$ cat src/rtl/imm_gen_pipe.sv
// Pipelined immediate generator with a 2-entry skid buffer (XLEN 32/64).
// Define IMM_ILLEGAL_CHK_EN to register err=1 for the reserved select 3'b111.
module imm_gen_pipe #(
    parameter int XLEN  = 32,
    parameter int TAG_W = 32
) (
    input  logic             clk,
    input  logic             rst,
    input  logic             in_valid,
    output logic             in_ready,
    input  logic [2:0]       sel_ext,
    input  logic [31:0]      instr,
    input  logic [TAG_W-1:0] tag_in,
    output logic             out_valid,
    input  logic             out_ready,
    output logic [XLEN-1:0]  imm,
    output logic [TAG_W-1:0] tag_out,
    output logic             err
);

    typedef enum logic [1:0] {
        EMPTY,
        ONE,
        TWO
    } state_t;

    state_t            state;
    state_t            state_n;
    logic              skid_valid;
    logic              acc;
    logic              load_out;
    logic              load_skid;
    logic              move_skid;
    logic [31:0]       v;
    logic [XLEN-1:0]   dec_imm;
    logic [XLEN-1:0]   skid_imm;
    logic [TAG_W-1:0]  skid_tag;
    logic              unused_opcode;

    generate
        if (XLEN != 32 && XLEN != 64) begin : g_bad_xlen
            $error("imm_gen_pipe: XLEN must be 32 or 64");
        end
    endgenerate

    assign unused_opcode = ^instr[6:0];

    // Every format is first formed as a 32-bit value whose bit 31 is the
    // extension bit, so widening to XLEN is a single replication.
    always_comb begin
        v = '0;
        unique case (sel_ext)
            3'b000: v = {{20{instr[31]}}, instr[31:20]};
            3'b001: v = {{20{instr[31]}}, instr[31:25], instr[11:7]};
            3'b010: v = {{19{instr[31]}}, instr[31], instr[7],
                         instr[30:25], instr[11:8], 1'b0};
            3'b011: v = {instr[31:12], 12'b0};
            3'b100: v = {{11{instr[31]}}, instr[31], instr[19:12],
                         instr[20], instr[30:21], 1'b0};
            3'b101: v = {27'b0, instr[19:15]};
            3'b110: v = (XLEN == 64) ? {26'b0, instr[25:20]}
                                     : {27'b0, instr[24:20]};
            3'b111: v = '0;
        endcase
        dec_imm = {{(XLEN-31){v[31]}}, v[30:0]};
    end

    assign skid_valid = (state == TWO);
    assign in_ready   = !skid_valid;
    assign out_valid  = (state != EMPTY);
    assign acc        = in_valid && in_ready;

    always_ff @(posedge clk or posedge rst) begin
        if (rst) begin
            state <= EMPTY;
        end else begin
            state <= state_n;
        end
    end

    always_comb begin
        state_n   = state;
        load_out  = 1'b0;
        load_skid = 1'b0;
        move_skid = 1'b0;
        unique case (state)
            EMPTY: begin
                if (acc) begin
                    state_n  = ONE;
                    load_out = 1'b1;
                end
            end
            ONE: begin
                if (acc && out_ready) begin
                    load_out = 1'b1;
                end else if (acc) begin
                    state_n   = TWO;
                    load_skid = 1'b1;
                end else if (out_ready) begin
                    state_n = EMPTY;
                end
            end
            TWO: begin
                if (out_ready) begin
                    state_n   = ONE;
                    move_skid = 1'b1;
                end
            end
            default: state_n = EMPTY;
        endcase
    end

    always_ff @(posedge clk or posedge rst) begin
        if (rst) begin
            imm      <= '0;
            tag_out  <= '0;
            skid_imm <= '0;
            skid_tag <= '0;
        end else begin
            if (load_out) begin
                imm     <= dec_imm;
                tag_out <= tag_in;
            end else if (move_skid) begin
                imm     <= skid_imm;
                tag_out <= skid_tag;
            end
            if (load_skid) begin
                skid_imm <= dec_imm;
                skid_tag <= tag_in;
            end
        end
    end

`ifdef IMM_ILLEGAL_CHK_EN
    logic out_err;
    logic skid_err;
    logic dec_err;

    assign dec_err = (sel_ext == 3'b111);
    assign err     = out_err;

    always_ff @(posedge clk or posedge rst) begin
        if (rst) begin
            out_err  <= 1'b0;
            skid_err <= 1'b0;
        end else begin
            if (load_out) begin
                out_err <= dec_err;
            end else if (move_skid) begin
                out_err <= skid_err;
            end
            if (load_skid) begin
                skid_err <= dec_err;
            end
        end
    end
`else
    assign err = 1'b0;
`endif

endmodule

$ cat config.mk
export PLATFORM = sky130hd
export DESIGN_NAME = imm_gen_pipe
export DESIGN_NICKNAME = d
export VERILOG_FILES = /design/src/rtl/imm_gen_pipe.sv
export SDC_FILE = /design/constraint.sdc
export NUM_CORES = 1
export LEC_CHECK = 0
export ABC_AREA = 1
export CAP_MARGIN = 25
export CORE_MARGIN = 2
export CORE_UTILIZATION = 46
export DETAILED_ROUTE_END_ITERATION = 6
export GPL_TIMING_DRIVEN = 1
export PLACE_DENSITY = 0.77
export REMOVE_ABC_BUFFERS = 1
export SYNTH_ARGS = -nofsm -noshare
export SYNTH_HDL_FRONTEND = slang
export SYNTH_SLANG_ARGS = --single-unit
$ cat constraint.sdc
create_clock -name clk -period 4 [get_ports clk]
set_clock_uncertainty 0.15 [all_clocks]
set_input_delay 0.6 -clock clk [delete_from_list [all_inputs] [get_ports clk]]
set_output_delay 0.6 -clock clk [all_outputs]
set_load 0.01 [all_outputs]
## Word-level counts from Yosys, hierarchy flattened

Cells that the tools add are included.

- Bits in read-only memories: 0
- Latch bits: 0
- Bits in writable memories: 0
- Output and inout bits: 67
- Memories kept: 0
- Flip-flop bits (word level): 130

- Order comparisons: 0
- Shift operators: 0
- Add/subtract/negate cells: 0
- Reduce and logical (&&, ||, !) cells: 8
- Equality and inequality tests: 13
- Mux-type cells: 18
- Divide/modulo/power cells: 0
- Bitwise logic cells: 0
- Multipliers: 0

Operators by type and width:

| kind | number |
|---|---|
| $pmux 32 s8 | 1 |
| $mux 32 | 4 |
| $eq 3x3->1 const B | 4 |
| $mux 2 | 5 |
| $eq 3x2->1 const B | 2 |
| $mux 1 | 6 |
| $ne 2x2->1 const B | 3 |
| $pmux 2 s3 | 1 |
| $reduce_and 4->1 | 1 |
| $reduce_bool 2->1 | 2 |
| $eq 3x1->1 const B | 1 |
| $logic_not 3->1 | 1 |
| $ne 3x3->1 const B | 1 |
| $eq 2x1->1 const B | 1 |
| $eq 2x2->1 const B | 1 |
| $logic_and 1x1->1 | 2 |
| $logic_not 2->1 | 1 |
| $pmux 1 s2 | 1 |
| $logic_not 1->1 | 1 |

## Longest topological paths before layout

Gate-level depths: netlist of the first run.

- Depth in word-level cells: 7
- Gate-level depth with buffers: 9
- Gate-level depth less buffers: 8

## Worst setup path before layout of the first run

No wires, ideal clock.

- Kind: input to register
- Start point: input sel_ext[0]
- End point: register imm[23]
- Buffers on the path: 2
- Arrival: 1435 ps
- Stages: 9
- Slack: 2291 ps
- Cells stage by stage: buf_2 -> nand2_1 -> nand3_2 -> nand2_1 -> inv_1 -> buf_4 -> o21ai_0 -> nand2_1 -> nand3_1

- Word-level cells in the longest chain between the ends: 3
- Elaborated cells between the ends (all ways): 10
- Classes of those cells: 7 x eq/ne; 2 x mux; 1 x reduce/logical

Ends and longest elaborated chain:

| what | RTL line | RTL |
|---|---|---|
| from (decl) | 11 | `input logic [2:0] sel_ext,` |
| $eq 3x3->1 (tied with other cells) | 52 | `unique case (sel_ext)` |
| $pmux 32 s8 (*) | 52 |  |
| $mux 32 (*) | 120 | `if (load_out) begin` |
| to (signal assigned) | 121 | `imm <= dec_imm;` |
| to (signal assigned) | 124 | `imm <= skid_imm;` |
| to (decl) | 16 | `output logic [XLEN-1:0] imm,` |

Every way passes the cells marked *; elsewhere a longest branch is shown, timed or not.
A chain may end at the register's enable or synchronous reset.

## Final worst setup path of the first run

- Start point: input in_valid
- End point: register tag_out[17]

- Word-level cells in the longest chain between the ends: 5
- Elaborated cells between the ends (all ways): 7
- Classes of those cells: 4 x mux; 3 x reduce/logical

Ends and longest elaborated chain:

| what | RTL line | RTL |
|---|---|---|
| from (decl) | 9 | `input logic in_valid,` |
| $logic_and 1x1->1 (*) | 71 | `assign acc = in_valid && in_ready;` |
| $logic_and 1x1->1 | 94 | `if (acc && out_ready) begin` |
| $mux 1 | 94 |  |
| $pmux 1 s2 (*) | 86 | `unique case (state)` |
| $mux 32 or $reduce_bool 2->1 (tied branches) | -- |  |
| to (signal assigned) | 122 | `tag_out <= tag_in;` |
| to (signal assigned) | 125 | `tag_out <= skid_tag;` |
| to (decl) | 17 | `output logic [TAG_W-1:0] tag_out,` |

Marked as above.

==> results of run 1 <==
-- per-layer routing --
| layer | track usage [%] | part of all wire [%] | up-vias |
|---|---|---|---|
| met5 | 0 | 0 | - |
| met4 | 6.47 | 1.1 | 0 |
| met3 | 4.89 | 4.8 | 13 |
| li1 | - | - | 2514 |
| met2 | 34.8 | 46 | 145 |
| met1 | 29.6 | 48 | 2359 |
-- Yosys cell counts --
master / count / area share [%]
dfrtp_1: 130 / 53
o21ai_1: 22 / 1.8
o211ai_2: 29 / 5.9
a31oi_1: 9 / 0.92
buf_4: 3 / 0.37
buf_6: 12 / 2.2
o31ai_1: 1 / 0.12
nand3_1: 102 / 8.4
nor2_2: 1 / 0.10
inv_2: 7 / 0.43
clkbuf_1: 9 / 0.55
o22ai_1: 1 / 0.10
buf_1: 1 / 0.061
conb_1: 1 / 0.061
nand4_1: 5 / 0.51
nor2_4: 2 / 0.37
nand2_1: 248 / 15
nand3_2: 1 / 0.16
nor2_1: 19 / 1.2
o21ai_2: 9 / 1.3
buf_2: 18 / 1.5
nand2_4: 1 / 0.18
inv_1: 51 / 3.1
a21oi_1: 2 / 0.16
nor2_8: 2 / 0.66
o21ai_0: 16 / 1.3
-- cell type report --
type	instances	area (µm²)	area share, %
clock buffer	25	515	6.45
clock inverter	5	50.0	0.626
inverter	58	224	2.80
multi-input combinational	471	2350	29.4
sequential	130	3250	40.7
tap	176	220	2.76
timing repair buffer	137	1380	17.2
-- worst reg2reg max path, cell delays in order, from the launching register on --
cell and delay (ns):
dfrtp_1 0.43, inv_2 0.10, nand2_4 0.09, nor2_8 0.49, clkinv_2 0.46, buf_12 0.37
nand3_1 0.16, o211ai_2 0.09
-- metrics by stage --
step	util, %	instance area, µm²
3_3_place_gp	56.7	7420
4_1_cts	61.1	7990
2_1_floorplan	-	5820
5_1_grt	61.1	7990
6_report	61.1	7990
3_5_place_dp	56.7	7420
-- registers in the layout, summed over array words and instances, names as in the netlist --
name / count
state: 2
skid_tag: 32
tag_out: 32
imm: 32
skid_imm: 32
-- cell usage in the layout, fill, tap and decap left out, types with 2 or more instances in the layout --
cell	n
nand2_1	248
o21ai_0	16
a21oi_1	2
clkdlybuf4s50_1	129
inv_2	6
clkbuf_8	6
nand3_1	102
nand4_1	5
o21ai_1	22
buf_12	2
clkbuf_1	2
clkbuf_16	17
o21ai_2	9
nor2_4	2
dfrtp_1	130
inv_1	50
a31oi_1	9
o211ai_2	29
nor2_1	19
clkinv_2	5
nor2_8	2
buf_4	6
-- worst paths after layout --
| kind | slack, ns | start | end | cells after the start |
|---|---|---|---|---|
| worst min-delay path | 0.32 | skid_tag[2]$_DFFE_PP0P_ | skid_tag[2]$_DFFE_PP0P_ | 2 |
| worst min register to register | 0.32 | skid_tag[2]$_DFFE_PP0P_ | skid_tag[2]$_DFFE_PP0P_ | 2 |
| worst max-delay path | 1.33 | in_valid | tag_out[17]$_DFFE_PP0P_ | 7 |
| max in group asynchronous | 2.48 | rst | imm[8]$_DFFE_PP0P_ | 3 |
| worst max register to register | 1.53 | state[1]$_DFFE_PP0P_ | tag_out[17]$_DFFE_PP0P_ | 7 |
| min in group asynchronous | 0.48 | rst | skid_tag[16]$_DFFE_PP0P_ | 2 |
-- power by group through the flow --
stage,Sequential (mW),Combinational (mW),Clock (mW)
6_report,1.88,1.15,1.47
5_1_grt,1.93,1.29,1.56
4_1_cts,1.88,1.17,1.50
3_5_place_dp,1.90,1.16,0
3_3_place_gp,1.89,1.14,0
2_1_floorplan,1.94,0.544,0
-- logic make-up (layout without fill, tap and decap cells) --
| kind of cell | count (synthesis) | count (layout) | share of synthesized area (%) |
|---|---|---|---|
| AND/OR/NAND/NOR | 381 | 381 | 26.8 |
| flip-flops | 130 | 130 | 53.3 |
| buffers and inverters | 101 | 225 | 8.24 |
| AO/OA/AOI/OAI | 89 | 89 | 11.7 |
| other | 1 | 1 | 0.0614 |
==> flow_metrics.py, run 1 <==
metrics = {
    "setup_path": {
        "cp_num_buf_inv": 3,
        "path_delay_family": "buffers and inverters",
        "critPathCaptureType": "flip-flop",
        "worstPathArrival_ns": 2.81,
        "crit_chain": "clkdlybuf4s50_1 -> nand2_4 -> nor2_8 -> clkinv_2 -> buf_12 -> nand3_1 -> o211ai_2",
        "critical_path_class": "in -> reg",
        "cp_slowest_cell": "clkdlybuf4s50_1",
        "slowest_delay_ns": 0.52,
        "crit_required_ns": 4.13,
        "startpoint_type": "input port",
        "cp_max_fo": 78,
    },
    "clocking": {
        "cts_buffers": 17,
        "clock-sinks": 130,
        "clk_latency_ns": 0.42,
        "tritoncts": "yes",
        "post-cts-setup-buffers": 0,
        "cts_resized": 0,
        "htree_levels": 4,
        "clk_pin_slew_worst_paths_ns": 0.05,
        "cts_root_buf": "clkbuf_16",
        "hold_buffers": 0,
        "clockBufferDepth": 2,
    },
    "floorplanning": {
        "ios": 138,
        "row_count": 42,
        "fp.coreArea_mm2": 0.0131,
        "die_w_um": 119,
        "die_h_um": 119,
        "start_util_pct": 46.7,
        "die_area_mm2": 0.0142,
    },
    "sta": {
        "period_share_pct": 66.8,
        "slew_headroom_pct": 54.1,
        "final-max-slew-violation-count": 0,
        "setup_ws_ns": 1.33,
        "min_period_ns": 2.67,
        "rsz0062_at_grt": "false",
        "hold_viol_final": 0,
        "fmax_mhz": 374,
        "setup_violations": 0,
        "fin_setup_tns_ns": 0,
        "fin_hold_ws_ns": 0.320,
        "tightestPinTransition_ns": 0.689,
    },
    "layout": {
        "nets": 886,
        "n_fill_cell": 1125,
        "syn_to_final_growth_pct": 30.8,
        "stdcell_count": 1002,
        "layout-drive-gt1-share_pct": 10.8,
        "antenna_cells": 0,
    },
    "pwr": {
        "power_density_mw_per_mm2": 564,
        "p_int_mw": 3.20,
        "switching_share_pct": 28.9,
        "leakage_nw": 3.87,
        "max-vdd-ir-drop_v": 0.000277,
        "seq_power_share_pct": 41.7,
        "total_power_mw": 4.50,
        "clock_power_share_pct": 32.7,
        "p_sw_mw": 1.30,
        "p_comb_share_pct": 25.6,
    },
    "logic_synthesis": {
        "syn_area_mm2": 0.00611,
        "netlist_instances": 702,
        "yosysSeqAreaShare_pct": 53.3,
        "yosysWarnings": 0,
        "yosysUniqueCellTypes": 26,
        "avgSynthCellArea_um2": 8.70,
        "ys_seq_elements": 130,
    },
    "routing": {
        "finalWirelength_um": 14100,
        "post_drt_wl_per_cell_um": 14.1,
        "vias_per_cell": 5.02,
        "drt-initial-drc-count": 389,
        "final_antenna_net_count": 0,
        "drt_pass1_iterations": 5,
        "route.detailed.drc": 0,
        "vias": 5031,
    },
    "grt": {
        "grt_max_degree": 83,
        "gr-total-overflow": 0,
        "grt_antenna_before_repair": 0,
        "first_global_vias": 5105,
        "grt_pass1_wl_um": 24600,
        "grt.total_usage_pct": 21.7,
    },
    "placed_design": {
        "dp_cells": 972,
        "place_ws_ns": 0.912,
        "dp_hpwl_um": 8880,
        "gp_congestion": 0.877,
        "port_buffers": 129,
    },
    "job": {
        "drv_cap": 0,
    },
    "min_path": {
        "hold_path.class": "reg -> reg",
    },
    "status": {
        "status": "finished clean",
    },
}
Power figures use the tool's default switching activity.
==> run 2: changes to the inputs <==
==> constraint.sdc (replaced) <==
create_clock -name clk -period 2.4 [get_ports clk]
set_clock_uncertainty 0.15 [all_clocks]
set_input_delay 0.36 -clock clk [delete_from_list [all_inputs] [get_ports clk]]
set_output_delay 0.36 -clock clk [all_outputs]
set_load 0.01 [all_outputs]
==> run 2 against run 1 <==
Compared with the run above:
- cell area increased by 2.0%
- clock power is 67% higher
- routed wire length grew 2.0%
- highest routed layer unchanged
- hold slack lost 0.14 ns
==> flow_metrics.py, run 2 (synthesized netlist as in run 1, its figures left out) <==
metrics = {
    "pwr": {
        "leakage_nw": 3.95,
        "switching_share_pct": 28.8,
        "seq_power_share_pct": 41.4,
        "p_int_mw": 5.40,
        "p_comb_share_pct": 26.1,
        "clock_power_share_pct": 32.5,
        "p_sw_mw": 2.18,
        "max-vdd-ir-drop_v": 0.000456,
        "power_density_mw_per_mm2": 931,
    },
    "clocking": {
        "clock-sinks": 130,
        "htree_levels": 4,
        "post-cts-setup-buffers": 0,
        "clk_latency_ns": 0.42,
        "hold_buffers": 0,
        "clockBufferDepth": 2,
        "cts_resized": 0,
        "cts_buffers": 17,
        "cts_root_buf": "clkbuf_16",
        "tritoncts": "yes",
        "clk_pin_slew_worst_paths_ns": 0.05,
    },
    "sta": {
        "min_period_ns": 1.98,
        "setup_violations": 0,
        "period_share_pct": 82.7,
        "fin_setup_tns_ns": 0,
        "rsz0062_at_grt": "false",
        "hold_viol_final": 0,
        "fmax_mhz": 504,
        "final-max-slew-violation-count": 0,
    },
    "routing": {
        "route.detailed.drc": 0,
        "final_antenna_net_count": 0,
        "post_drt_wl_per_cell_um": 14.2,
        "finalWirelength_um": 14400,
        "drt-initial-drc-count": 489,
        "vias": 5122,
        "vias_per_cell": 5.05,
        "drt_pass1_iterations": 5,
    },
    "placed_design": {
        "placed_area_mm2": 0.00759,
        "port_buffers": 129,
        "gp_congestion": 0.877,
        "dp_hpwl_um": 9370,
    },
    "grt": {
        "gr-total-overflow": 0,
        "grt_max_degree": 58,
        "first_global_vias": 4964,
        "grt_antenna_before_repair": 0,
        "grt.total_usage_pct": 21.8,
        "grt_pass1_wl_um": 24600,
    },
    "setup_path": {
        "worstPathArrival_ns": 1.47,
        "r2r_end": "tag_out[2]$_DFFE_PP0P_",
        "critical_path_class": "reg -> out",
        "critPathCaptureType": "primary output",
        "rr_worst_depth": 7,
        "startpoint_type": "flip-flop",
        "r2r-start": "state[1]$_DFFE_PP0P_",
        "crit_required_ns": 1.89,
        "reg2reg_slack_ns": 0.67,
        "cp_max_fo": 4,
    },
    "layout": {
        "nets": 898,
        "mostFrequentLayoutCells": "248 x nand2_1, 130 x dfrtp_1, 129 x clkdlybuf4s50_1, 102 x nand3_1, 50 x inv_1",
        "final_common_cell": "nand2_1",
        "syn_to_final_growth_pct": 33.5,
        "layout-drive-gt1-share_pct": 11.8,
        "stdcell_area_mm2": 0.00815,
        "antenna_cells": 0,
    },
    "floorplanning": {
        "row_count": 42,
        "start_util_pct": 46.7,
        "die_area_mm2": 0.0142,
        "fp.coreArea_mm2": 0.0131,
        "die_w_um": 119,
        "die_h_um": 119,
        "ios": 138,
    },
    "min_path": {
        "hold_path.class": "in -> async",
    },
    "job": {
        "drv_cap": 0,
    },
    "status": {
        "status": "finished clean",
    },
}
==> run 2: cell count changes in the layout (fill, tap and decap cells not counted), sizes merged <==
cell / delta
buf: +12
bufinv: +1
clkbuf: -1
==> run 2: per-stage QoR <==
stage / worst slack (ns) / power (mW) / hold WS, ns / util, % / cells
floorplan: -1.58 / 4.15 / 0.292 / - / 659
global placement: 0.216 / 5.10 / 0.305 / 58.0 / 984
detailed placement: 0.179 / 5.16 / 0.309 / 58.0 / 984
CTS: 0.398 / 7.65 / 0.187 / 62.3 / 1014
global route: 0.377 / 8.05 / 0.203 / 62.3 / 1014
finish: 0.416 / 7.58 / 0.185 / 62.3 / 1014
==> run 2: cell type report <==
type	instances	area (µm²)
multi-input combinational	471	2350
sequential	130	3250
clock inverter	6	80.1
timing repair buffer	149	1540
clock buffer	24	482
fill	1113	4930
tap	176	220
inverter	58	224
==> run 2: layer usage <==
metal	track usage [%]	share of wire, %
met5	0	0
met4	7.07	1.0
met3	4.65	5.3
met2	33.7	46
met1	30.6	48
==> run 2: critical path: stages, from the launching register on <==
cell and delay (ns):
dfrtp_1 0.40, inv_2 0.07, nand2_1 0.07, clkdlybuf4s50_1 0.53
==> run 2: worst max path at each step <==
| stage | cells past startpoint | to | start | slack, ns |
|---|---|---|---|---|
| floorplan | 1 | imm[0]$_DFFE_PP0P_ | rst | -1.58 |
| global placement | 8 | imm[22]$_DFFE_PP0P_ | sel_ext[0] | 0.22 |
| finish | 3 | out_valid | state[1]$_DFFE_PP0P_ | 0.42 |
| CTS | 3 | out_valid | state[1]$_DFFE_PP0P_ | 0.40 |
| detailed placement | 8 | imm[23]$_DFFE_PP0P_ | sel_ext[0] | 0.18 |
| global route | 3 | out_valid | state[1]$_DFFE_PP0P_ | 0.38 |
==> run 2: power by group through the flow <==
stage / clock, mW / combinational, mW / sequential (mW)
6_report: 2.46 / 1.98 / 3.14
5_1_grt: 2.63 / 2.20 / 3.22
4_1_cts: 2.50 / 2.00 / 3.14
3_5_place_dp: 0 / 1.99 / 3.17
3_3_place_gp: 0 / 1.95 / 3.15
2_1_floorplan: 0 / 0.907 / 3.24
==> run 3: changes to the inputs <==
==> constraint.sdc (replaced) <==
create_clock -name clk -period 1.65 [get_ports clk]
set_clock_uncertainty 0.15 [all_clocks]
set_input_delay 0.2475 -clock clk [delete_from_list [all_inputs] [get_ports clk]]
set_output_delay 0.2475 -clock clk [all_outputs]
set_load 0.01 [all_outputs]
==> run 3 against run 2 <==
Compared with the run above:
- clock power rose by 50%
- count of clock-buffer cells in the layout down 1
- sequential power up 46%
- largest power group unchanged
- the run now ends with DRC left
- register-to-register slack worse by 0.61 ns
- routed wire length up 4.6%
- hold slack worse by 0.053 ns
- total power up 46%
==> flow_metrics.py, run 3 (synthesized netlist as in run 1, its figures left out) <==
metrics = {
    "grt": {
        "first_global_vias": 4937,
        "grt_antenna_before_repair": 0,
        "grt.total_usage_pct": 21.9,
        "grt_pass1_wl_um": 24700,
        "grt_max_degree": 57,
        "gr-total-overflow": 0,
    },
    "pwr": {
        "power_density_mw_per_mm2": 1320,
        "total_power_mw": 11.0,
        "max-vdd-ir-drop_v": 0.000810,
        "leakage_nw": 4.27,
    },
    "clocking": {
        "tritoncts": "yes",
        "cts_root_buf": "clkbuf_16",
        "htree_levels": 4,
        "cts_buffers": 17,
        "clk_pin_slew_worst_paths_ns": 0.06,
        "clock-sinks": 130,
        "hold_buffers": 0,
        "clk_latency_ns": 0.41,
        "clockBufferDepth": 2,
    },
    "floorplanning": {
        "ios": 138,
        "fp.coreArea_mm2": 0.0131,
        "die_area_mm2": 0.0142,
        "die_w_um": 119,
        "die_h_um": 119,
        "row_count": 42,
        "start_util_pct": 46.7,
    },
    "status": {
        "violations": "DRC",
        "status": "finished, violations left",
    },
    "setup_path": {
        "cp_slowest_cell": "dfrtp_1",
        "worstPathArrival_ns": 1.74,
        "crit_required_ns": 1.79,
        "reg2reg_slack_ns": 0.06,
        "startpoint_type": "flip-flop",
        "cp_max_fo": 25,
        "slowest_delay_ns": 0.41,
        "cp_common_cell": "buf_12",
        "crit_chain": "inv_2 -> nand2_4 -> nor2_8 -> buf_6 -> nor2_4 -> buf_12 -> buf_12 -> nand2_1 -> o211ai_2",
        "critPathCaptureType": "flip-flop",
        "critical_path_class": "reg -> reg",
    },
    "layout": {
        "syn_to_final_growth_pct": 37.1,
        "nets": 922,
        "mostFrequentLayoutCells": "248 x nand2_1, 130 x dfrtp_1, 101 x nand3_1, 64 x dlygate4sd2_1, 63 x clkdlybuf4s50_1",
        "finish.utilization_pct": 64.0,
        "final_common_cell": "nand2_1",
        "antenna_cells": 0,
        "n_fill_cell": 1099,
        "stdcell_area_mm2": 0.00837,
        "layout-drive-gt1-share_pct": 14.9,
        "stdcell_count": 1040,
    },
    "job": {
        "drv_cap": 0,
    },
    "sta": {
        "fin_hold_ws_ns": 0.133,
        "setup_violations": 0,
        "setup_ws_ns": 0.0585,
        "min_period_ns": 1.59,
        "final-max-slew-violation-count": 0,
        "rsz0062_at_grt": "false",
        "hold_viol_final": 0,
        "period_share_pct": 96.5,
        "fin_setup_tns_ns": 0,
        "fmax_mhz": 628,
    },
    "placed_design": {
        "placed_area_mm2": 0.00779,
        "dp_hpwl_um": 9860,
        "port_buffers": 129,
        "gp_congestion": 0.911,
        "place_ws_ns": -0.302,
        "dp_cells": 1004,
    },
    "routing": {
        "drt-initial-drc-count": 499,
        "vias": 5318,
        "route.detailed.drc": 1,
        "post_drt_wl_per_cell_um": 14.5,
        "finalWirelength_um": 15100,
        "vias_per_cell": 5.11,
        "drt_pass1_iterations": 7,
        "final_antenna_net_count": 0,
    },
    "min_path": {
        "hold_path.class": "in -> async",
    },
}
run 3: where the power goes:
part	total [mW]	switching (mW)	leakage (nW)	internal, mW
sequential	4.58	0.488	1.63	4.09
combinational	2.78	1.46	2.36	1.31
clock	3.68	1.34	0.283	2.34
total	11.0	3.30	4.27	7.74
run 3: final cells by class:
type	count	area, µm²	area share [%]
flip-flops and latches	130	3250	38.9
multi-input cells	471	2360	28.2
repair buffers	173	1730	20.7
clock buffers	23	478	5.71
inverters	58	225	2.69
well taps	176	220	2.63
clock inverters	9	104	1.24
run 3: final timing paths:
check	from	end	depth (start not counted)
setup reg to reg	state[1]$_DFFE_PP0P_	tag_out[27]$_DFFE_PP0P_	9
hold / removal	rst	tag_out[16]$_DFFE_PP0P_	3
setup / recovery	state[1]$_DFFE_PP0P_	tag_out[27]$_DFFE_PP0P_	9
max in group asynchronous	rst	skid_imm[10]$_DFFE_PP0P_	3
hold reg to reg	skid_tag[0]$_DFFE_PP0P_	skid_tag[0]$_DFFE_PP0P_	2
min in group clk	tag_in[1]	skid_tag[1]$_DFFE_PP0P_	3
run 3: metal layers:
layer | vias up | global-route usage (%) | routed length [µm] | part of all wire [%]
met5 | - | 0 | 0 | 0
met4 | 0 | 5.65 | 97 | 0.64
met3 | 8 | 5.70 | 938 | 6.2
met2 | 193 | 33.5 | 7120 | 47
met1 | 2528 | 31.2 | 6920 | 46
li1 | 2589 | - | - | -
run 3: what timing repair did:
item | in CTS | in global routing
gates resized for setup | 67 | 9
endpoints found under the setup margin | 66 | 47
setup buffers | 1 | 2
pin swaps | 0 | 1
gates cloned | 0 | 1
run 3: critical path, delay by kind of cell (launching register included):
| kind | cells | cell delay [ns] |
|---|---|---|
| DFF | 1 | 0.41 |
| buffers and inverters | 4 | 0.51 |
| and+or+nand+nor | 4 | 0.33 |
| AOI/OAI and AO/OA | 1 | 0.09 |
